===== src/rtl/ifu_pkg.sv =====
// ifu_pkg: shared configuration for the instruction fetch unit.
//   ISA_WIDTH / ADDR_WIDTH : architectural word and address width.
//   INST_WIDTH             : width of one fetched instruction word.
//   RESET_VECTOR           : default PC loaded on reset.
//   is_misaligned()        : true when an address is not word aligned.
package ifu_pkg;

  localparam int unsigned ISA_WIDTH    = 32;
  localparam int unsigned ADDR_WIDTH   = ISA_WIDTH;
  localparam int unsigned INST_WIDTH   = 32;
  localparam logic [31:0] RESET_VECTOR = 32'h8000_0000;

  function automatic logic is_misaligned(input logic [1:0] lsb);
    return lsb != 2'b00;
  endfunction

endpackage


===== src/rtl/ifu_pc.sv =====
// ifu_pc: program counter register for the fetch unit.
//   clk_i            : clock
//   rst_ni           : synchronous active-low reset, loads RESET_PC
//   advance_i        : update the PC this cycle (accepted hand-off, no halt)
//   redirect_valid_i : take redirect_pc_i instead of pc+4 on advance
//   redirect_pc_i    : branch/jump target
//   pc_o             : current PC
//   redirect_bad_o   : redirect requested to a non word-aligned target
module ifu_pc
  import ifu_pkg::*;
#(
  parameter int unsigned              ADDR_WIDTH = ifu_pkg::ADDR_WIDTH,
  parameter logic [ADDR_WIDTH-1:0]    RESET_PC   = ADDR_WIDTH'(ifu_pkg::RESET_VECTOR)
) (
  input  logic                  clk_i,
  input  logic                  rst_ni,
  input  logic                  advance_i,
  input  logic                  redirect_valid_i,
  input  logic [ADDR_WIDTH-1:0] redirect_pc_i,
  output logic [ADDR_WIDTH-1:0] pc_o,
  output logic                  redirect_bad_o
);

  logic [ADDR_WIDTH-1:0] pc_q;
  logic [ADDR_WIDTH-1:0] pc_d;
  logic [ADDR_WIDTH-1:0] pc_seq;

  // Sequential successor wraps naturally modulo 2^ADDR_WIDTH.
  assign pc_seq = pc_q + ADDR_WIDTH'(4);

  // A misaligned redirect still loads the target so the halted PC
  // reports the offending address.
  always_comb begin
    pc_d = pc_q;
    if (advance_i) begin
      pc_d = redirect_valid_i ? redirect_pc_i : pc_seq;
    end
  end

  assign redirect_bad_o = redirect_valid_i && is_misaligned(redirect_pc_i[1:0]);

  always_ff @(posedge clk_i) begin
    if (!rst_ni) begin
      pc_q <= RESET_PC;
    end else begin
      pc_q <= pc_d;
    end
  end

  assign pc_o = pc_q;

endmodule


===== src/rtl/ifu.sv =====
// ifu: instruction fetch unit.
// Issues one read per instruction on the imem request port, holds the
// returned word for the decoder under a valid/ready handshake, then
// advances the PC sequentially or to a redirect target. Halts for good
// on a halt request or on a fetch/redirect fault.
//   imem_req_*     : request port (valid/ready, addr = pc)
//   imem_rsp_*     : response (one valid pulse per request, err = fault)
//   inst_valid/ready, inst, pc : decoder hand-off
//   redirect_valid/pc, halt    : sampled only on an inst handshake
//   halted, fault  : halt status; fetch_cnt counts inst handshakes
// All outputs come from registers; no input reaches an output directly.
module ifu
  import ifu_pkg::*;
#(
  parameter int unsigned           ADDR_WIDTH = ifu_pkg::ADDR_WIDTH,
  parameter logic [ADDR_WIDTH-1:0] RESET_PC   = ADDR_WIDTH'(ifu_pkg::RESET_VECTOR)
) (
  input  logic                  clk,
  input  logic                  rst,
  output logic                  imem_req_valid,
  input  logic                  imem_req_ready,
  output logic [ADDR_WIDTH-1:0] imem_req_addr,
  input  logic                  imem_rsp_valid,
  input  logic [31:0]           imem_rsp_data,
  input  logic                  imem_rsp_err,
  output logic                  inst_valid,
  input  logic                  inst_ready,
  output logic [31:0]           inst,
  output logic [ADDR_WIDTH-1:0] pc,
  input  logic                  redirect_valid,
  input  logic [ADDR_WIDTH-1:0] redirect_pc,
  input  logic                  halt,
  output logic                  halted,
  output logic                  fault,
  output logic [31:0]           fetch_cnt
);

  localparam logic [2:0] S_IDLE = 3'd0;
  localparam logic [2:0] S_REQ  = 3'd1;
  localparam logic [2:0] S_WAIT = 3'd2;
  localparam logic [2:0] S_HOLD = 3'd3;
  localparam logic [2:0] S_HALT = 3'd4;

  logic [2:0]  state_q, state_d;
  logic [31:0] inst_q, inst_d;
  logic [31:0] cnt_q, cnt_d;
  logic        fault_q, fault_d;

  logic        handshake;
  logic        advance;
  logic        redirect_bad;

  assign handshake = (state_q == S_HOLD) && inst_ready;
  assign advance   = handshake && !halt;

  ifu_pc #(
    .ADDR_WIDTH (ADDR_WIDTH),
    .RESET_PC   (RESET_PC)
  ) u_pc (
    .clk_i            (clk),
    .rst_ni           (rst),
    .advance_i        (advance),
    .redirect_valid_i (redirect_valid),
    .redirect_pc_i    (redirect_pc),
    .pc_o             (pc),
    .redirect_bad_o   (redirect_bad)
  );

  always_comb begin
    state_d = state_q;
    inst_d  = inst_q;
    cnt_d   = cnt_q;
    fault_d = fault_q;
    case (state_q)
      S_IDLE: state_d = S_REQ;
      S_REQ: begin
        if (imem_req_ready) begin
          state_d = S_WAIT;
        end
      end
      S_WAIT: begin
        if (imem_rsp_valid) begin
          if (imem_rsp_err) begin
            state_d = S_HALT;
            fault_d = 1'b1;
          end else begin
            inst_d  = imem_rsp_data;
            state_d = S_HOLD;
          end
        end
      end
      S_HOLD: begin
        if (inst_ready) begin
          cnt_d = cnt_q + 32'd1;
          if (halt) begin
            state_d = S_HALT;
          end else if (redirect_bad) begin
            state_d = S_HALT;
            fault_d = 1'b1;
          end else begin
            state_d = S_REQ;
          end
        end
      end
      S_HALT:  state_d = S_HALT;
      default: state_d = S_IDLE;
    endcase
  end

  always_ff @(posedge clk) begin
    if (!rst) begin
      state_q <= S_IDLE;
      inst_q  <= '0;
      cnt_q   <= '0;
      fault_q <= 1'b0;
    end else begin
      state_q <= state_d;
      inst_q  <= inst_d;
      cnt_q   <= cnt_d;
      fault_q <= fault_d;
    end
  end

  assign imem_req_valid = (state_q == S_REQ);
  assign imem_req_addr  = pc;
  assign inst_valid     = (state_q == S_HOLD);
  assign inst           = inst_q;
  assign halted         = (state_q == S_HALT);
  assign fault          = fault_q;
  assign fetch_cnt      = cnt_q;

endmodule


===== config.mk =====
export PLATFORM = sky130hd
export DESIGN_NAME = ifu
export DESIGN_NICKNAME = d
export VERILOG_FILES = /design/src/rtl/ifu_pkg.sv /design/src/rtl/ifu_pc.sv /design/src/rtl/ifu.sv
export SDC_FILE = /design/constraint.sdc
export NUM_CORES = 1
export LEC_CHECK = 0
export CAP_MARGIN = 20
export CORE_ASPECT_RATIO = 0.7
export CORE_MARGIN = 1.5
export CORE_UTILIZATION = 49
export CTS_BUF_LIST = sky130_fd_sc_hd__clkbuf_8
export CTS_CLUSTER_DIAMETER = 100
export CTS_CLUSTER_SIZE = 30
export DETAILED_ROUTE_END_ITERATION = 10
export PLACE_DENSITY = 0.85
export SLEW_MARGIN = 30
export SYNTH_ARGS = -nofsm -noshare
export SYNTH_HDL_FRONTEND = slang
export SYNTH_SLANG_ARGS = --single-unit

===== constraint.sdc =====
create_clock -name clk -period 4.3 [get_ports clk]
set_input_delay 0.86 -clock clk [delete_from_list [all_inputs] [get_ports clk]]
set_output_delay 0.86 -clock clk [all_outputs]
set_load 0.01 [all_outputs]

==> run_results.csv <==
group,metric,value,unit
floorplanning,num_rows,31,
job,drv_cap,0,
global_route,antenna_found_initial,0,
setup_path,critical-path-slowest-cell,"or4_1",
place,pre_cts_ws,0.909,ns
place,routabilityCongestion,0.852,
global_route,grt_pass1_wl,26400,um
timing,finalSetupViolCount,0,
timing,slew_headroom,0.439,
synthesis,synth_ff_type,"dfxtp_1",
clock_tree,numCtsBuffers,9,
finish,syn_to_final_growth,37.3,%
timing,hold_viol,0,
pwr,p_clk_frac,0.319,
pwr,ir_drop,0.209,mV
pwr,p_int,1.27,mW
timing,setup_tns,0,ns
clock_tree,tritoncts,"yes",
setup_path,start_kind,"input pin",
pwr,switching_power,0.455,mW
routing,wl_per_cell,16.4,um
synthesis,synth_warnings,0,
finish,fillCellCount,843,
synthesis,synth_nets,776,
outcome,status,"finished, final reports clean",
global_route,grt.overflow.total,0,
clock_tree,hold_buffers,0,
clock_tree,clock_sinks,100,
routing,drc,0,
place,portBuffers,203,
clock_tree,worst_skew_pair.late_latency,0.37,ns
synthesis,syn_area,5380,um2
timing,max_freq,0.330,GHz
floorplanning,start_util,0.512,
synthesis,synth_cell_types,60,
timing,fin_worst_skew,0.00930,ns
synthesis,ys_seq_elements,100,
synthesis,ys_async_sr_fraction,0,
timing,drv_slew,0,
place,dp_hpwl,11600,um
timing,fin_crit_sh,0.705,
timing,setup_slack,1.27,ns
setup_path,path_class,"in2reg",
setup_path,required,4.61,ns
global_route,gr-usage-all-layers,0.276,
routing,via_per_inst,5.87,
clock_tree,cts-root-buf,"clkbuf_8",
setup_path,slowest_delay,0.77,ns
global_route,grt_max_degree,69,
pwr,combPwrFrac,0.125,
routing,firstDrtPassIters,7,
pwr,power,1.73,mW
finish,final_area,7390,um2
synthesis,syn_area_per_cell,7.67,um2
pwr,p_sw_frac,0.263,
worst_hold_path,hp-class,"reg2reg",
clock_tree,post_cts_resize_count,0,
routing,routed_wl,16300,um
floorplanning,core,10500,um2
pwr,p_leak,2.35,nW
finish,fin_nets,915,
setup_path,critical_path_arrival,3.34,ns
floorplanning,num_io_pins,204,
global_route,grt_pass1_vias,5450,
setup_path,crit_path_end_kind,"flip-flop",
floorplanning,dieArea,11600,um2
synthesis,ys_seq_area_frac,0.372,
setup_path,critPathMaxFanout,28,
routing,vias,5835,
clock_tree,cts-htree-levels,3,
timing,rsz0062_at_grt,"no",
place,placed_cell_area,7210,um2
timing,tightest_slew,0.835,ns
finish,diodes,0,
clock_tree,cts_setup_buffers,0,
timing,period_minus_slack,3.03,ns
setup_path,crit_top_cell,"or4_1",
finish,drive_gt1_frac,0.0437,
clock_tree,clk_pin_slew_worst_paths,0.10,ns
setup_path,cp_cell_sequence,"clkdlybuf4s50_1 > nand4b_4 > or4_1 > or4_1 > a21oi_1",
routing,drt_iter0_drc,702,
clock_tree,cts_buffer_depth,2,
floorplanning,die_w,128,um
synthesis,synthCells,702,
pwr,seqPwrFrac,0.556,
routing,ant_nets,0,
synthesis,synth_edf_count,0,
floorplanning,die_height,90.7,um
pwr,p_per_area,234,nW/um2
-- routing by layer --
layer / track usage / wire length [um] / vias up
li1: - / - / 2813
met1: 0.355 / 6970 / 2715
met2: 0.446 / 7510 / 285
met3: 0.0889 / 1620 / 22
met4: 0.0758 / 196 / 0
met5: 0 / 0 / -
-- per-stage QoR --
| step | utilization | instances | hold WS (ns) |
|---|---|---|---|
| final | 0.703 | 994 | 0.457 |
| after global routing | 0.703 | 994 | 0.474 |
| after CTS | 0.702 | 994 | 0.460 |
| after detailed placement | 0.686 | 978 | 0.449 |
| after global placement | 0.685 | 978 | 0.441 |
| after floorplan | - | 702 | 0.481 |
-- state kept, by name (all words and copies together), names as in the netlist --
register / count
u_pc.pc_o: 32
inst: 32
state_q: 3
fetch_cnt: 32
fault: 1
-- layout by cell type, fill, tap and decap left out, types with 3 or more instances in the layout --
cell             instances
and3_1                   3
nand2b_1                12
o31ai_1                 13
a22oi_1                  3
o21ai_0                 33
a31oi_1                 11
nor3b_1                  3
nand4_1                 18
o41ai_1                  5
a221o_1                  4
mux2i_1                  9
xor2_1                   5
nor3_1                  19
or4_1                   17
clkbuf_8                10
dfxtp_1                100
a32oi_1                  3
o211ai_1                 5
a21oi_1                 71
clkinvlp_4               3
nand3_1                 33
inv_1                   11
nor2_1                  36
buf_4                    6
clkdlybuf4s50_1        201
a41oi_1                  3
nand2_1                122
nor4_1                   9
o2111ai_1                3
and4_1                   8
and2_1                   5
a31o_2                   5
o311ai_0                 4
nor4_2                   3
or3_1                   10
-- synthesized netlist by cell type (8+ instances only) --
| master | count | area [um2] |
|---|---|---|
| nand2_1 | 122 | 458 |
| dfxtp_1 | 100 | 2000 |
| a21oi_1 | 71 | 355 |
| clkbuf_1 | 40 | 150 |
| nor2_1 | 36 | 135 |
| nand3_1 | 34 | 170 |
| o21ai_0 | 33 | 165 |
| buf_4 | 32 | 240 |
| nor3_1 | 19 | 95.1 |
| nand4_1 | 18 | 113 |
| or4_1 | 17 | 128 |
| o31ai_1 | 13 | 97.6 |
| nand2b_1 | 12 | 75.1 |
| nor4_1 | 12 | 75.1 |
| a31oi_1 | 11 | 68.8 |
| or3_1 | 10 | 62.6 |
| inv_1 | 9 | 33.8 |
| mux2i_1 | 9 | 90.1 |
| and4_1 | 8 | 70.1 |
-- worst paths after layout --
| check | cells past startpoint | startpoint | end | slack (ns) |
|---|---|---|---|---|
| max | 5 | inst_ready | fetch_cnt[16]$_SDFFE_PN0P_ | 1.27 |
| min | 2 | inst[20]$_SDFFE_PN0P_ | inst[20]$_SDFFE_PN0P_ | 0.46 |
| max reg2reg | 4 | state_q[0]$_SDFFE_PN0P_ | fetch_cnt[16]$_SDFFE_PN0P_ | 1.66 |
| min reg2reg | 2 | inst[20]$_SDFFE_PN0P_ | inst[20]$_SDFFE_PN0P_ | 0.46 |
-- power by group through the flow --
stage / logic, mW / clock network [mW] / registers (mW)
CTS: 0.215 / 0.560 / 0.962
global placement: 0.210 / 0 / 0.982
global route: 0.234 / 0.593 / 0.966
floorplan: 0.107 / 0 / 0.974
finish: 0.215 / 0.552 / 0.962
detailed placement: 0.214 / 0 / 0.983
-- worst max-delay path: cells and delay by family --
| kind | cells | cell delay [ns] |
|---|---|---|
| buf+inv | 1 | 0.62 |
| simple gates | 3 | 1.70 |
| compound gates | 1 | 0.15 |
-- area by class of cell --
| cell class | instances | area (um2) | share of cell area |
|---|---|---|---|
| Multi-Input combinational cell | 512 | 2940 | 0.397 |
| Inverter | 9 | 33.8 | 0.00457 |
| Timing Repair Buffer | 209 | 2070 | 0.280 |
| Clock inverter | 6 | 33.8 | 0.00457 |
| Sequential cell | 100 | 2000 | 0.271 |
| Tap cell | 148 | 185 | 0.0250 |
| Clock buffer | 10 | 138 | 0.0186 |
-- cells by family (layout without fill, tap and decap cells) --
| family | count (synthesis) | in the layout | share of synthesized area |
|---|---|---|---|
| xor+xnor | 7 | 7 | 0.0114 |
| buf+inv | 90 | 234 | 0.0876 |
| compound gates | 183 | 183 | 0.216 |
| simple gates | 311 | 311 | 0.292 |
| fa+ha+maj | 2 | 2 | 0.00465 |
| mux | 9 | 9 | 0.0167 |
| flops | 100 | 100 | 0.372 |
Power figures use the tool's default switching activity.
